`src/rtl/launchpad_color_mapper_pkg.sv`:
```
// Shared types for the pad-grid colour mapper: brightness level type, RGB triple
// and the per-row red-to-green base colour.
package launchpad_pkg;

  localparam int LEVEL_W = 4;
  localparam logic [LEVEL_W-1:0] LMAX = '1;

  typedef logic [LEVEL_W-1:0] level_t;

  typedef struct packed {
    logic [7:0] r;
    logic [7:0] g;
    logic [7:0] b;
  } rgb_t;

  function automatic rgb_t row_base(input int row, input int v_pads);
    int   g;
    rgb_t c;
    g   = (row * 255) / (v_pads - 1);
    c.r = 8'(255 - g);
    c.g = 8'(g);
    c.b = 8'd0;
    return c;
  endfunction

endpackage

```
`src/rtl/launchpad_color_mapper_if.sv`:
```
// Pixel-side bus of the colour mapper: VGA coordinates, frame tick, pad levels in,
// DAC colour channels out.
interface launchpad_color_mapper_if #(
  parameter int NPADS = 64
);
  logic             frame_start;
  logic [9:0]       DrawX;
  logic [9:0]       DrawY;
  logic [NPADS-1:0] pad_in;
  logic [7:0]       VGA_R;
  logic [7:0]       VGA_G;
  logic [7:0]       VGA_B;

  modport master (
    output frame_start, DrawX, DrawY, pad_in,
    input  VGA_R, VGA_G, VGA_B
  );

  modport slave (
    input  frame_start, DrawX, DrawY, pad_in,
    output VGA_R, VGA_G, VGA_B
  );
endinterface

```
`src/rtl/launchpad_color_mapper_pad_level_bank.sv`:
```
// Per-pad brightness levels: a press loads full brightness, and every DECAY_FRAMES
// frames each released pad dims by one step down to zero.
module pad_level_bank #(
  parameter int NPADS        = 64,
  parameter int LEVEL_W      = 4,
  parameter int DECAY_FRAMES = 4,
  parameter int IDX_W        = $clog2(NPADS)
) (
  input  logic               clk,
  input  logic               rst,
  input  logic               frame_start,
  input  logic [NPADS-1:0]   pad_in,
  input  logic [IDX_W-1:0]   rd_idx,
  output logic [LEVEL_W-1:0] rd_level
);
  localparam int FCNT_W = (DECAY_FRAMES > 1) ? $clog2(DECAY_FRAMES) : 1;

  logic [LEVEL_W-1:0] level_q [NPADS];
  logic [FCNT_W-1:0]  fcnt_q;
  logic               decay;

  assign decay = frame_start && (fcnt_q == FCNT_W'(DECAY_FRAMES - 1));

  always_ff @(posedge clk or posedge rst) begin
    if (rst)              fcnt_q <= '0;
    else if (frame_start) fcnt_q <= decay ? '0 : fcnt_q + 1'b1;
  end

  // A press outranks a decay step landing in the same cycle
  always_ff @(posedge clk or posedge rst) begin
    if (rst) begin
      for (int i = 0; i < NPADS; i++) level_q[i] <= '0;
    end else begin
      for (int i = 0; i < NPADS; i++) begin
        if (pad_in[i])                        level_q[i] <= '1;
        else if (decay && (level_q[i] != '0)) level_q[i] <= level_q[i] - 1'b1;
      end
    end
  end

  assign rd_level = level_q[rd_idx];

endmodule

```
`src/rtl/launchpad_color_mapper.sv`:
```
// Two-stage pixel colour generator for the pad grid. Define LAUNCHPAD_COLOR_MAPPER_FADE_EN
// to get fading per-pad levels; otherwise a pad is full brightness only while pressed.
module launchpad_color_mapper #(
  parameter int H_PADS       = 8,
  parameter int V_PADS       = 8,
  parameter int PAD_SHIFT    = 5,
  parameter int GAP          = 2,
  parameter int ORIGIN_X     = 192,
  parameter int ORIGIN_Y     = 112,
  parameter int LEVEL_W      = 4,
  parameter int DECAY_FRAMES = 4
) (
  input  logic                     Clk,
  input  logic                     Reset,
  launchpad_color_mapper_if.slave  bus
);
  import launchpad_pkg::*;

  localparam int NPADS = H_PADS * V_PADS;
  localparam int IDX_W = $clog2(NPADS);
  localparam int RW    = $clog2(V_PADS);
  localparam int CW    = (H_PADS > 1) ? $clog2(H_PADS) : 1;
  localparam logic [PAD_SHIFT-1:0] GAP_V  = PAD_SHIFT'(GAP);
  localparam logic [LEVEL_W-1:0]   LMAX_V = '1;

  function automatic logic [7:0] scale_ch(input logic [7:0] base, input logic [LEVEL_W-1:0] lvl);
    logic [LEVEL_W+8:0] prod;
    prod = (LEVEL_W+9)'(base) * (LEVEL_W+9)'({1'b0, lvl} + 1'b1);
    return (lvl == '0) ? 8'd0 : prod[LEVEL_W+7:LEVEL_W];
  endfunction

  rgb_t base_lut [V_PADS];
  for (genvar r = 0; r < V_PADS; r++) begin : g_base
    assign base_lut[r] = row_base(r, V_PADS);
  end

  // Stage 0: grid hit and gap test on the incoming pixel
  logic [9:0]       dx_p0, dy_p0, col_full_p0, row_full_p0;
  logic             in_pad_p0;
  logic [CW-1:0]    col_p0;
  logic [RW-1:0]    row_p0;

  always_comb begin
    dx_p0       = bus.DrawX - 10'(ORIGIN_X);
    dy_p0       = bus.DrawY - 10'(ORIGIN_Y);
    col_full_p0 = dx_p0 >> PAD_SHIFT;
    row_full_p0 = dy_p0 >> PAD_SHIFT;
    in_pad_p0   = (col_full_p0 < 10'(H_PADS)) && (row_full_p0 < 10'(V_PADS)) &&
                  (dx_p0[PAD_SHIFT-1:0] >= GAP_V) && (dy_p0[PAD_SHIFT-1:0] >= GAP_V);
    col_p0      = CW'(col_full_p0);
    row_p0      = RW'(row_full_p0);
  end

  // Stage 1: registered pad coordinates
  logic          in_pad_p1;
  logic [CW-1:0] col_p1;
  logic [RW-1:0] row_p1;
  logic [IDX_W-1:0] idx_p1;
  logic [LEVEL_W-1:0] level_p1;

  assign idx_p1 = IDX_W'(row_p1) * IDX_W'(H_PADS) + IDX_W'(col_p1);

`ifdef LAUNCHPAD_COLOR_MAPPER_FADE_EN
  always_ff @(posedge Clk or posedge Reset) begin
    if (Reset) begin
      in_pad_p1 <= 1'b0;
      col_p1    <= '0;
      row_p1    <= '0;
    end else begin
      in_pad_p1 <= in_pad_p0;
      col_p1    <= col_p0;
      row_p1    <= row_p0;
    end
  end

  pad_level_bank #(
    .NPADS        (NPADS),
    .LEVEL_W      (LEVEL_W),
    .DECAY_FRAMES (DECAY_FRAMES),
    .IDX_W        (IDX_W)
  ) u_bank (
    .clk         (Clk),
    .rst         (Reset),
    .frame_start (bus.frame_start),
    .pad_in      (bus.pad_in),
    .rd_idx      (idx_p1),
    .rd_level    (level_p1)
  );
`else
  // The pressed bit travels with the pixel so pad changes also take two cycles
  logic [IDX_W-1:0] idx_p0;
  logic             pad_bit_p1;
  logic             unused_fade;

  assign idx_p0      = IDX_W'(row_p0) * IDX_W'(H_PADS) + IDX_W'(col_p0);
  assign unused_fade = ^{bus.frame_start, idx_p1};

  always_ff @(posedge Clk or posedge Reset) begin
    if (Reset) begin
      in_pad_p1  <= 1'b0;
      col_p1     <= '0;
      row_p1     <= '0;
      pad_bit_p1 <= 1'b0;
    end else begin
      in_pad_p1  <= in_pad_p0;
      col_p1     <= col_p0;
      row_p1     <= row_p0;
      pad_bit_p1 <= in_pad_p0 && bus.pad_in[idx_p0];
    end
  end

  assign level_p1 = pad_bit_p1 ? LMAX_V : '0;
`endif

  // Stage 2: brightness scaling into the output registers
  rgb_t base_p1, rgb_s1, rgb_p2;

  always_comb begin
    base_p1  = base_lut[row_p1];
    rgb_s1   = '0;
    if (in_pad_p1) begin
      rgb_s1.r = scale_ch(base_p1.r, level_p1);
      rgb_s1.g = scale_ch(base_p1.g, level_p1);
      rgb_s1.b = scale_ch(base_p1.b, level_p1);
    end
  end

  always_ff @(posedge Clk or posedge Reset) begin
    if (Reset) rgb_p2 <= '0;
    else       rgb_p2 <= rgb_s1;
  end

  assign bus.VGA_R = rgb_p2.r;
  assign bus.VGA_G = rgb_p2.g;
  assign bus.VGA_B = rgb_p2.b;

endmodule
```
`src/flat_wrapper.sv`:
```
// flat-port wrapper written by rule: the top's interface ports become plain ports
module launchpad_color_mapper_flat import launchpad_pkg::*;
#(
  parameter int H_PADS       = 8,
  parameter int V_PADS       = 8,
  parameter int PAD_SHIFT    = 5,
  parameter int GAP          = 2,
  parameter int ORIGIN_X     = 192,
  parameter int ORIGIN_Y     = 112,
  parameter int LEVEL_W      = 4,
  parameter int DECAY_FRAMES = 4
)
  (Clk, Reset, bus_frame_start, bus_DrawX, bus_DrawY, bus_pad_in, bus_VGA_R, bus_VGA_G, bus_VGA_B);
  launchpad_color_mapper_if bus_i ();
  input  logic Clk;
  input  logic Reset;
  input wire logic [$bits(bus_i.frame_start)-1:0] bus_frame_start;
  input wire logic [$bits(bus_i.DrawX)-1:0] bus_DrawX;
  input wire logic [$bits(bus_i.DrawY)-1:0] bus_DrawY;
  input wire logic [$bits(bus_i.pad_in)-1:0] bus_pad_in;
  output wire logic [$bits(bus_i.VGA_R)-1:0] bus_VGA_R;
  output wire logic [$bits(bus_i.VGA_G)-1:0] bus_VGA_G;
  output wire logic [$bits(bus_i.VGA_B)-1:0] bus_VGA_B;
  assign bus_i.frame_start = bus_frame_start;
  assign bus_i.DrawX = bus_DrawX;
  assign bus_i.DrawY = bus_DrawY;
  assign bus_i.pad_in = bus_pad_in;
  assign bus_VGA_R = bus_i.VGA_R;
  assign bus_VGA_G = bus_i.VGA_G;
  assign bus_VGA_B = bus_i.VGA_B;
  launchpad_color_mapper #(.H_PADS(H_PADS), .V_PADS(V_PADS), .PAD_SHIFT(PAD_SHIFT), .GAP(GAP), .ORIGIN_X(ORIGIN_X), .ORIGIN_Y(ORIGIN_Y), .LEVEL_W(LEVEL_W), .DECAY_FRAMES(DECAY_FRAMES)) u_core (.Clk(Clk), .Reset(Reset), .bus(bus_i));
endmodule
```
`config.mk`:
```
export PLATFORM = sky130hd
export DESIGN_NAME = launchpad_color_mapper_flat
export DESIGN_NICKNAME = d
export VERILOG_FILES = /design/src/rtl/launchpad_color_mapper_pkg.sv /design/src/rtl/launchpad_color_mapper_if.sv /design/src/rtl/launchpad_color_mapper_pad_level_bank.sv /design/src/rtl/launchpad_color_mapper.sv /design/src/flat_wrapper.sv
export SDC_FILE = /design/constraint.sdc
export NUM_CORES = 1
export LEC_CHECK = 0
export CORE_ASPECT_RATIO = 0.8
export CORE_MARGIN = 5
export CORE_UTILIZATION = 35
export CTS_BUF_LIST = sky130_fd_sc_hd__clkbuf_8
export DETAILED_ROUTE_END_ITERATION = 16
export PLACE_DENSITY_LB_ADDON = 0.2
export SLEW_MARGIN = 10
export SYNTH_ARGS = -nofsm -noshare
export SYNTH_HDL_FRONTEND = slang
export SYNTH_SLANG_ARGS = --single-unit
```
`constraint.sdc`:
```
create_clock -name Clk -period 1.8 [get_ports Clk]
set_input_delay 0.36 -clock Clk [delete_from_list [all_inputs] [get_ports Clk]]
set_output_delay 0.36 -clock Clk [all_outputs]
set_load 0.05 [all_outputs]
```
After elaboration in Yosys (flattened, before gate mapping)
Memories as Yosys holds them, arrays and structs flattened.
Index checks and enable logic that the tools add are counted.
- input bits: 87
- output and inout bits: 24
- memories kept: 1
- register bits after elaboration: 29
- memory bits (read-only): 192
- memories (name ; depth ; width ; rd ports ; clocked after memory_dff ; write ports ; line ; text):
    (no name shown) ; 8 ; 24 ; 1 ; 0 ; 0 ; launchpad_color_mapper.sv:119 ; base_p1 = base_lut[row_p1];
- $lt $le $gt $ge: 6
- bitwise operators: 1
- add/subtract/negate cells: 4
- reductions and logical operators: 5
- multiplexer cells: 9
- multipliers: 3
- operators with widths (cell ; number):
    $mux W24 ; 3
    $mul A8 B13 Y12 ; 3
    $mux W8 ; 3
    $ge A5 B2 Y1 const B ; 2
    $lt A5 B4 Y1 const B ; 2
    $sub A10 B7 Y10 const B ; 1
    $sub A10 B8 Y10 const B ; 1
    $lt A6 B7 Y1 const B ; 1
    $add A6 B3 Y6 ; 1
    $bmux W1 S6 ; 1
    $add A4 B1 Y5 const B ; 1
    $ge A4 B4 Y1 const B ; 1
    $logic_and A1 B1 Y1 ; 4
    $logic_not A4 Y1 ; 1
    $mux W4 ; 1
    $not A3 Y4 ; 1
    $mux W1 ; 1

Depth between registers and ports, before layout
Gate-level depths: netlist of the first run.
- word-level depth: 7
- mapped depth: 12
- depth with buffers taken out: 11

Worst setup path after synthesis of the first run
No wires, ideal clock.
- kind: input to register
- from: input port bus_DrawX[6]
- to: register u_core.pad_bit_p1
- arrival time: 1.720 ns
- path slack: -0.040 ns
- setup time: 0.120 ns
- buffers on the path: 1
- stages: 7
- cell sequence: ha_1 clkbuf_1 mux2i_1 a311oi_1 a31oi_1 o211ai_1 and4_1
- cells in the longest elaborated chain, start to end: 6
- ends and longest elaborated chain (element ; line ; text):
    start: declaration ; flat_wrapper.sv:18 ; input wire logic [$bits(bus_i.DrawX)-1:0] bus_DrawX;
    $sub A10 B8 Y10 * ; launchpad_color_mapper.sv:44 ; dx_p0 = bus.DrawX - 10'(ORIGIN_X);
    parallel branches: the longest is 4 deep, another holds $add A6 B3 Y6 ; - ;
    $logic_and A1 B1 Y1 * ; launchpad_color_mapper.sv:108 ; pad_bit_p1 <= in_pad_p0 && bus.pad_in[idx_p0];
    end signal: assignment ; launchpad_color_mapper.sv:108 ;
    end: declaration ; launchpad_color_mapper.sv:92 ; logic pad_bit_p1;
Mark *: on every way between the ends. The select of a mux whose other input is x is not followed.

Worst setup path in the final report of the first run
- from: input port bus_DrawX[5]
- to: register u_core.pad_bit_p1
The elaborated chain is that of the path after synthesis.

==> results of run 1 <==
power by group through the flow:
| stage | Sequential (mW) | Clock (mW) | Combinational [mW] |
|---|---|---|---|
| after floorplan | 0.454 | 0 | 0.306 |
| after global placement | 0.450 | 0 | 0.556 |
| after detailed placement | 0.451 | 0 | 0.563 |
| after CTS | 0.443 | 0.298 | 0.581 |
| after global routing | 0.444 | 0.311 | 0.640 |
| final | 0.443 | 0.287 | 0.589 |
per-stage QoR:
step	setup slack (ns)	instance area (um2)	instances	setup TNS, ns
3_5_place_dp	-0.623	2820	335	-0.687
2_1_floorplan	0.00784	1770	174	0
3_3_place_gp	-0.576	2820	335	-0.617
5_1_grt	-0.00499	2950	344	-0.00499
6_report	0.0479	2950	344	0
4_1_cts	0.00748	2900	341	0
logic make-up after synthesis:
family                   count (synthesis)
AND/OR/NAND/NOR                         42
multiplexers                            25
AO/OA/AOI/OAI                           23
buffers and inverters                   30
other                                    1
adder cells (fa/ha/maj)                 11
flip-flops                              19
XOR/XNOR                                10
how the worst max path moves through the flow:
stage | to | slack (ns) | depth (start not counted)
5_1_grt | u_core.pad_bit_p1 | -0.005 | 8
4_1_cts | u_core.pad_bit_p1 | 0.007 | 6
3_5_place_dp | u_core.pad_bit_p1 | -0.62 | 7
2_1_floorplan | u_core.pad_bit_p1 | 0.008 | 7
3_3_place_gp | u_core.pad_bit_p1 | -0.58 | 7
6_report | u_core.pad_bit_p1 | 0.05 | 8
Yosys cell counts, types with 2 or more instances:
cell,number
nand2_1,9
buf_4,10
mux2i_1,8
nand3_1,3
clkbuf_1,6
and3_1,2
nor4_1,2
and2_1,2
inv_1,11
mux4_2,2
dfrtp_1,19
a21oi_1,7
mux2_2,3
o21ai_0,3
xnor2_1,10
nor2_1,14
mux4_1,12
a311oi_1,2
nor3_1,3
ha_1,11
layer usage:
layer  vias up  global-route usage, %
met2        71                   25.6
met3         5                   4.51
met1       737                   16.9
met4         0                   5.03
li1        817                      -
met5         -                      0
state kept, by name, summed over array words and instances (netlist names):
register           cells
u_core.bus.VGA_G       7
u_core.bus.VGA_R       7
u_core.row_p1          3
u_core.in_pad_p1       1
u_core.pad_bit_p1      1
timing repair:
item / in CTS / in global routing
setup endpoints to repair: 1 / 1
cloned: 0 / 0
pin swaps: 2 / 5
resized for setup: 15 / 20
hold buffers: 0 / 0
setup buffers: 2 / 3
worst max-delay path: cells and delay by family:
| family | cells | cell delay [ns] |
|---|---|---|
| simple gates | 2 | 0.41 |
| buf+inv | 3 | 0.38 |
| mux | 1 | 0.51 |
| compound gates | 2 | 0.23 |
area by class of cell:
cell class,instances,area (um2)
fill,410,1700
timing repair buffer,125,1170
multi-input combinational,125,1150
sequential,19,475
tap,60,75.1
clock buffer,3,41.3
inverter,11,41.3
clock inverter,1,3.75
==> metrics.csv, run 1 <==
stage,metric,value,unit
finish,fin util,63.4,%
pwr,Psw,0.377,mW
finish,"commonest non-fill, non-tap cell in the layout",clkdlybuf4s50_1,
clock_network,CTS tree,done,
critical_path,crit-path cells,"buf_2, buf_6, buf_4, mux4_1, and2_1, o22ai_2, o2111ai_1, and4_1",
clock_network,clock-pin slew on the worst setup and hold paths,0.07,ns
placement,DP HPWL,4.14,mm
routing,met3 wire len,490,um
pwr,power share of the combinational group,44.7,%
timing,fin crit period,1.75,ns
pwr,leakage,1.43,nW
logic_synthesis,synthesized cell area,1710,um2
global_route,maximum number of pins on one net before global-route repair,20,
timing,Final Hold Vio Count,0,
logic_synthesis,XOR/XNOR share of the synthesized area,5.11,%
critical_path,CP max-delay cell,mux4_1,
logic_synthesis,ranking of synthesized cells by area,"dfrtp_1 (28%), mux4_1 (18%), ha_1 (8.0%), xnor2_1 (5.1%), mux2i_1 (4.7%)",
global_route,vias in the first global route,1698,
routing,drt via density,4.74,
routing,Top Metal Used,met4,
pwr,Pwr per Cell Area,447,nW/um2
global_route,initial antenna violation count,0,
pwr,Peak VDD IR,0.273,mV
die,chip width,88.2,um
global_route,GRT Total Usage,14.6,%
critical_path,worst reg2reg setup slack,0.32,ns
logic_synthesis,sequential area share after synthesis,27.7,%
logic_synthesis,Synth Area per Inst,10.6,um2
logic_synthesis,Async SR Flop Fraction,100,%
logic_synthesis,#FFs+latches synth,19,
routing,routed wire length,4.86,mm
routing,First-pass DRT Iterations,4,
routing,Via Count,1630,
logic_synthesis,Main synth FF type,dfrtp_1,
critical_path,Critical Path RT,1.94,ns
critical_path,CP startpoint,bus_DrawX[5],
die,FP Rows,22,
die,# IOs,111,
job,Max-cap violations,0,
timing,Fmax achieved,571,MHz
clock_network,Clock Latency Late Sink,0.26,ns
logic_synthesis,largest family of logic cells by synthesized area,multiplexers,
hold_path,Hold Crit Class,in2async,
routing,Routed met1 length,1.88,mm
timing,final max-slew violation count,0,
routing,metal2 WL,2.43,mm
clock_network,CTS root buf,clkbuf_8,
logic_synthesis,Synth Area in Compound Gates,9.34,%
routing,drt wl/cell,14.1,um
logic_synthesis,Yosys Warn Count,0,
outcome,status,finished clean,
clock_network,Clock Tree Buf Depth,2,
die,Die ar.,6410,um2
finish,most frequent cells in the layout,"clkdlybuf4s50_1 (69), buf_4 (38), dfrtp_1 (19)",
logic_synthesis,Unique masters post-synth,42,
critical_path,WP data arrival,1.89,ns
critical_path,worst-path maximum fanout,7,
pwr,clock share of power,21.8,%
pwr,register share of total power,33.6,%
critical_path,r2r worst-path depth,7,
die,die height,72.6,um
critical_path,Startpoint Class,primary input,
logic_synthesis,mux share of post-synthesis cell area,27.7,%
logic_synthesis,Post-Synth Simple-Gate Area,12.0,%
timing,period utilization,97.3,%
routing,antenna-violating nets left,0,
critical_path,critical path class,in2reg,
timing,Worst Skew,0.00491,ns
global_route,grt total ovfl,0,
logic_synthesis,Gate Count Post-Synth,161,
die,core area,4650,um2
critical_path,Critical Path End Type,flip-flop,
finish,post-layout net count,383,
pwr,internal power,0.941,mW
pwr,Final Power,1.32,mW
placement,port buffer count,99,
clock_network,Num CTS Buffers,3,
clock_network,clock sinks,19,
timing,endpoints failing setup,0,
die,initial core utilization,36.8,%
pwr,Sw Ratio,28.6,%
clock_network,H-tree levels,1,
timing,WHS,0.439,ns
logic_synthesis,Post-Synth Adder-Cell Area,8.03,%
logic_synthesis,"EDFF count, synth",0,
finish,ant diodes,0,
critical_path,CP peak stage delay,0.51,ns
placement,GPL Wtd Cong,0.756,
logic_synthesis,biggest area consumer among synthesized cells,dfrtp_1,
critical_path,R2R Path End,u_core.bus.VGA_G[1],
global_route,first-pass GRT wire length,7.39,mm
finish,fraction of layout instances using a drive strength above 1,21.8,%
finish,Layout area overhead,72.2,%
logic_synthesis,Yosys top cell area share,27.7,%
routing,initial drt markers,16,
routing,number of remaining DRC errors,0,
critical_path,Critical R2R Launch,u_core.row_p1[0],
(Power assumes the default switching activity.)
==> run 2, diff against run 1 <==
--- a/config.mk
+++ b/config.mk
@@ -5,6 +5,7 @@
 export SDC_FILE = /design/constraint.sdc
 export NUM_CORES = 1
 export LEC_CHECK = 0
+export ABC_AREA = 1
 export CORE_ASPECT_RATIO = 0.8
 export CORE_MARGIN = 5
 export CORE_UTILIZATION = 35
@@ -15,3 +16,4 @@
 export SYNTH_ARGS = -nofsm -noshare
 export SYNTH_HDL_FRONTEND = slang
 export SYNTH_SLANG_ARGS = --single-unit
+export TNS_END_PERCENT = 5
==> constraint.sdc (replaced) <==
create_clock -name Clk -period 1.65 [get_ports Clk]
set_input_delay 0.33 -clock Clk [delete_from_list [all_inputs] [get_ports Clk]]
set_output_delay 0.33 -clock Clk [all_outputs]
set_load 0.05 [all_outputs]
==> run 2 against run 1 <==
Net effect:
- setup slack better by 0.045 ns
- worst hold slack worse by 0.049 ns
- via count up 36%
- sequential power up 9.5%
- utilization down 6.2 points
- clock skew down 0.0018 ns
- wire length up 16%
- final area up 4.8%
- total power up 11%
- sequential share of layout area down 0.74 points
- clock-buffer cell count unchanged
- critical endpoint unchanged
- largest power group unchanged
==> metrics.csv, run 2 <==
stage,metric,value,unit
logic_synthesis,Gate Count Post-Synth,320,
placement,DP Area,3010,um2
placement,GPL Wtd Cong,0.818,
logic_synthesis,Synth Area per Inst,6.06,um2
clock_network,Num CTS Buffers,3,
pwr,Sw Ratio,32.4,%
critical_path,Startpoint Class,primary input,
routing,Via Count,2223,
logic_synthesis,ranking of synthesized cells by area,"dfrtp_1 (25%), nand2_1 (19%), nand3_1 (14%), inv_1 (11%), ha_1 (7.1%)",
logic_synthesis,Main synth FF type,dfrtp_1,
finish,Multi-input gate area,1140,um2
critical_path,R2R Path End,u_core.bus.VGA_R[1],
critical_path,WP data arrival,1.71,ns
pwr,Pwr per Cell Area,471,nW/um2
critical_path,critical path class,in2reg,
die,FP Rows,24,
clock_network,cts hold-fix bufs,0,
pwr,Peak VDD IR,0.219,mV
logic_synthesis,sequential area share after synthesis,24.5,%
clock_network,Clock Tree Buf Depth,2,
job,Max-cap violations,0,
timing,final max-slew violation count,0,
pwr,leakage,1.68,nW
timing,setup repair after global routing missed its margin,false,
logic_synthesis,"EDFF count, synth",0,
critical_path,Critical R2R Launch,u_core.pad_bit_p1,
placement,Cell Count Post-Placement,489,
global_route,vias in the first global route,1956,
die,die height,76.6,um
logic_synthesis,Yosys Warn Count,0,
finish,"commonest non-fill, non-tap cell in the layout",nand2_1,
logic_synthesis,Unique masters post-synth,29,
finish,Layout Cells excl Fill,494,
global_route,first-pass GRT wire length,8.88,mm
pwr,Psw,0.472,mW
finish,most frequent cells in the layout,"nand2_1 (98), clkdlybuf4s50_1 (82), inv_1 (55)",
clock_network,Clock Latency Late Sink,0.26,ns
routing,antenna-violating nets left,0,
global_route,initial antenna violation count,0,
clock_network,clock sinks,19,
die,chip width,93.2,um
finish,post-layout net count,528,
critical_path,r2r worst-path depth,6,
critical_path,Critical Path End Type,flip-flop,
logic_synthesis,most common cell in the synthesized netlist,nand2_1,
timing,fin crit period,1.56,ns
timing,Fmax achieved,642,MHz
logic_synthesis,biggest area consumer among synthesized cells,dfrtp_1,
logic_synthesis,#FFs+latches synth,19,
finish,Fillers,563,
placement,DP HPWL,4.66,mm
global_route,maximum number of pins on one net before global-route repair,38,
logic_synthesis,synthesized cell area,1940,um2
logic_synthesis,Commonest cells post-synth,"nand2_1 (98), inv_1 (56), nand3_1 (53)",
finish,Register Area,475,um2
die,core area,5410,um2
logic_synthesis,Async SR Flop Fraction,100,%
pwr,register share of total power,33.2,%
finish,ant diodes,0,
clock_network,H-tree levels,1,
timing,Worst Skew,0.00310,ns
critical_path,Critical Path RT,1.80,ns
pwr,clock share of power,22.0,%
routing,number of remaining DRC errors,0,
hold_path,Hold Crit Class,in2async,
critical_path,worst reg2reg setup slack,0.18,ns
routing,initial drt markers,86,
global_route,grt total ovfl,0,
pwr,power share of the combinational group,44.8,%
die,Die ar.,7140,um2
finish,Layout area overhead,59.7,%
timing,period utilization,94.4,%
outcome,status,finished clean,
die,initial core utilization,35.9,%
routing,drt via density,4.50,
placement,port buffer count,99,
critical_path,worst-path maximum fanout,8,
clock_network,CTS tree,done,
logic_synthesis,Yosys top cell area share,24.5,%
global_route,GRT Total Usage,15.3,%
routing,routed wire length,5.65,mm
pwr,internal power,0.986,mW
finish,fraction of layout instances using a drive strength above 1,9.79,%
die,# IOs,111,
routing,drt wl/cell,11.4,um
timing,Final Hold Vio Count,0,
timing,endpoints failing setup,0,
pwr,Final Power,1.46,mW
clock_network,CTS root buf,clkbuf_8,
finish,design area,3090,um2
routing,First-pass DRT Iterations,8,
clock_network,clock-pin slew on the worst setup and hold paths,0.07,ns
-- run 2: cell types whose count changed after synthesis, sizes merged, moves of 7 or more --
cell   before  now
xnor2      10    3
mux4       14    0
inv        11   59
nor2       14   21
mux2i       8    0
nand3       3   53
or2         0    7
buf        13   20
nand2       9   98
-- run 2: per-stage QoR --
stage                     setup WS [ns]  TNS, ns  util [%]  hold slack (ns)
final                            0.0929        0      57.2            0.391
after floorplan                   0.149        0         -            0.281
after global routing            0.00248        0      57.2            0.417
after detailed placement         -0.232   -0.232      55.7            0.552
after CTS                        0.0332        0      56.6            0.393
after global placement           -0.237   -0.237      55.7            0.551
-- run 2: power groups by stage --
stage               combinational [mW]  sequential [mW]  clock, mW
floorplan                        0.352            0.497          0
global placement                 0.629            0.493          0
detailed placement               0.636            0.493          0
CTS                              0.638            0.484      0.337
global route                     0.729            0.486      0.355
finish                           0.653            0.485      0.320
-- run 2: final cells by class --
cell class | instances | share of cell area, %
Clock inverter | 1 | 0.162
Sequential cell | 19 | 15.4
Tap cell | 65 | 2.63
Inverter | 59 | 7.24
Multi-Input combinational cell | 233 | 36.9
Timing Repair Buffer | 114 | 36.4
Clock buffer | 3 | 1.33
-- run 2: cells by family after synthesis --
kind of cell,after synthesis,synth area share (%)
other,1,0.193
and+or+nand+nor,183,40.3
adders and majority gates,11,7.10
xor gates and xnor gates,7,3.16
AOI/OAI and AO/OA,18,5.55
DFF,19,24.5
buffers and inverters,81,19.2
-- run 2: worst max-delay path by stage --
stage                            start  cells past startpoint                 to
after floorplan           bus_DrawX[6]                      9  u_core.pad_bit_p1
after global placement    bus_DrawX[6]                      9  u_core.pad_bit_p1
after detailed placement  bus_DrawX[6]                      9  u_core.pad_bit_p1
after CTS                 bus_DrawX[6]                      9  u_core.pad_bit_p1
after global routing      bus_DrawX[6]                     11  u_core.pad_bit_p1
final                     bus_DrawX[6]                      9  u_core.pad_bit_p1
-- run 2: timing repair --
action | in CTS | in global routing
setup buffers | 0 | 0
endpoints found under the setup margin | 0 | 1
gates resized for setup | 0 | 6
-- run 2: routing by layer --
metal,up-vias,share of wire [%],track usage [%]
met1,955,44,19.0
met2,75,46,25.4
met5,-,0,0
li1,1184,-,-
met4,0,1.8,4.69
met3,9,7.9,4.44
-- run 2: critical path: stages --
cell	delay (ns)
clkdlybuf4s50_1	0.42
ha_1	0.33
buf_4	0.18
nand3_1	0.08
nand3_1	0.10
nand3_1	0.10
nand3_1	0.07
nand2_1	0.06
nor2_1	0.03
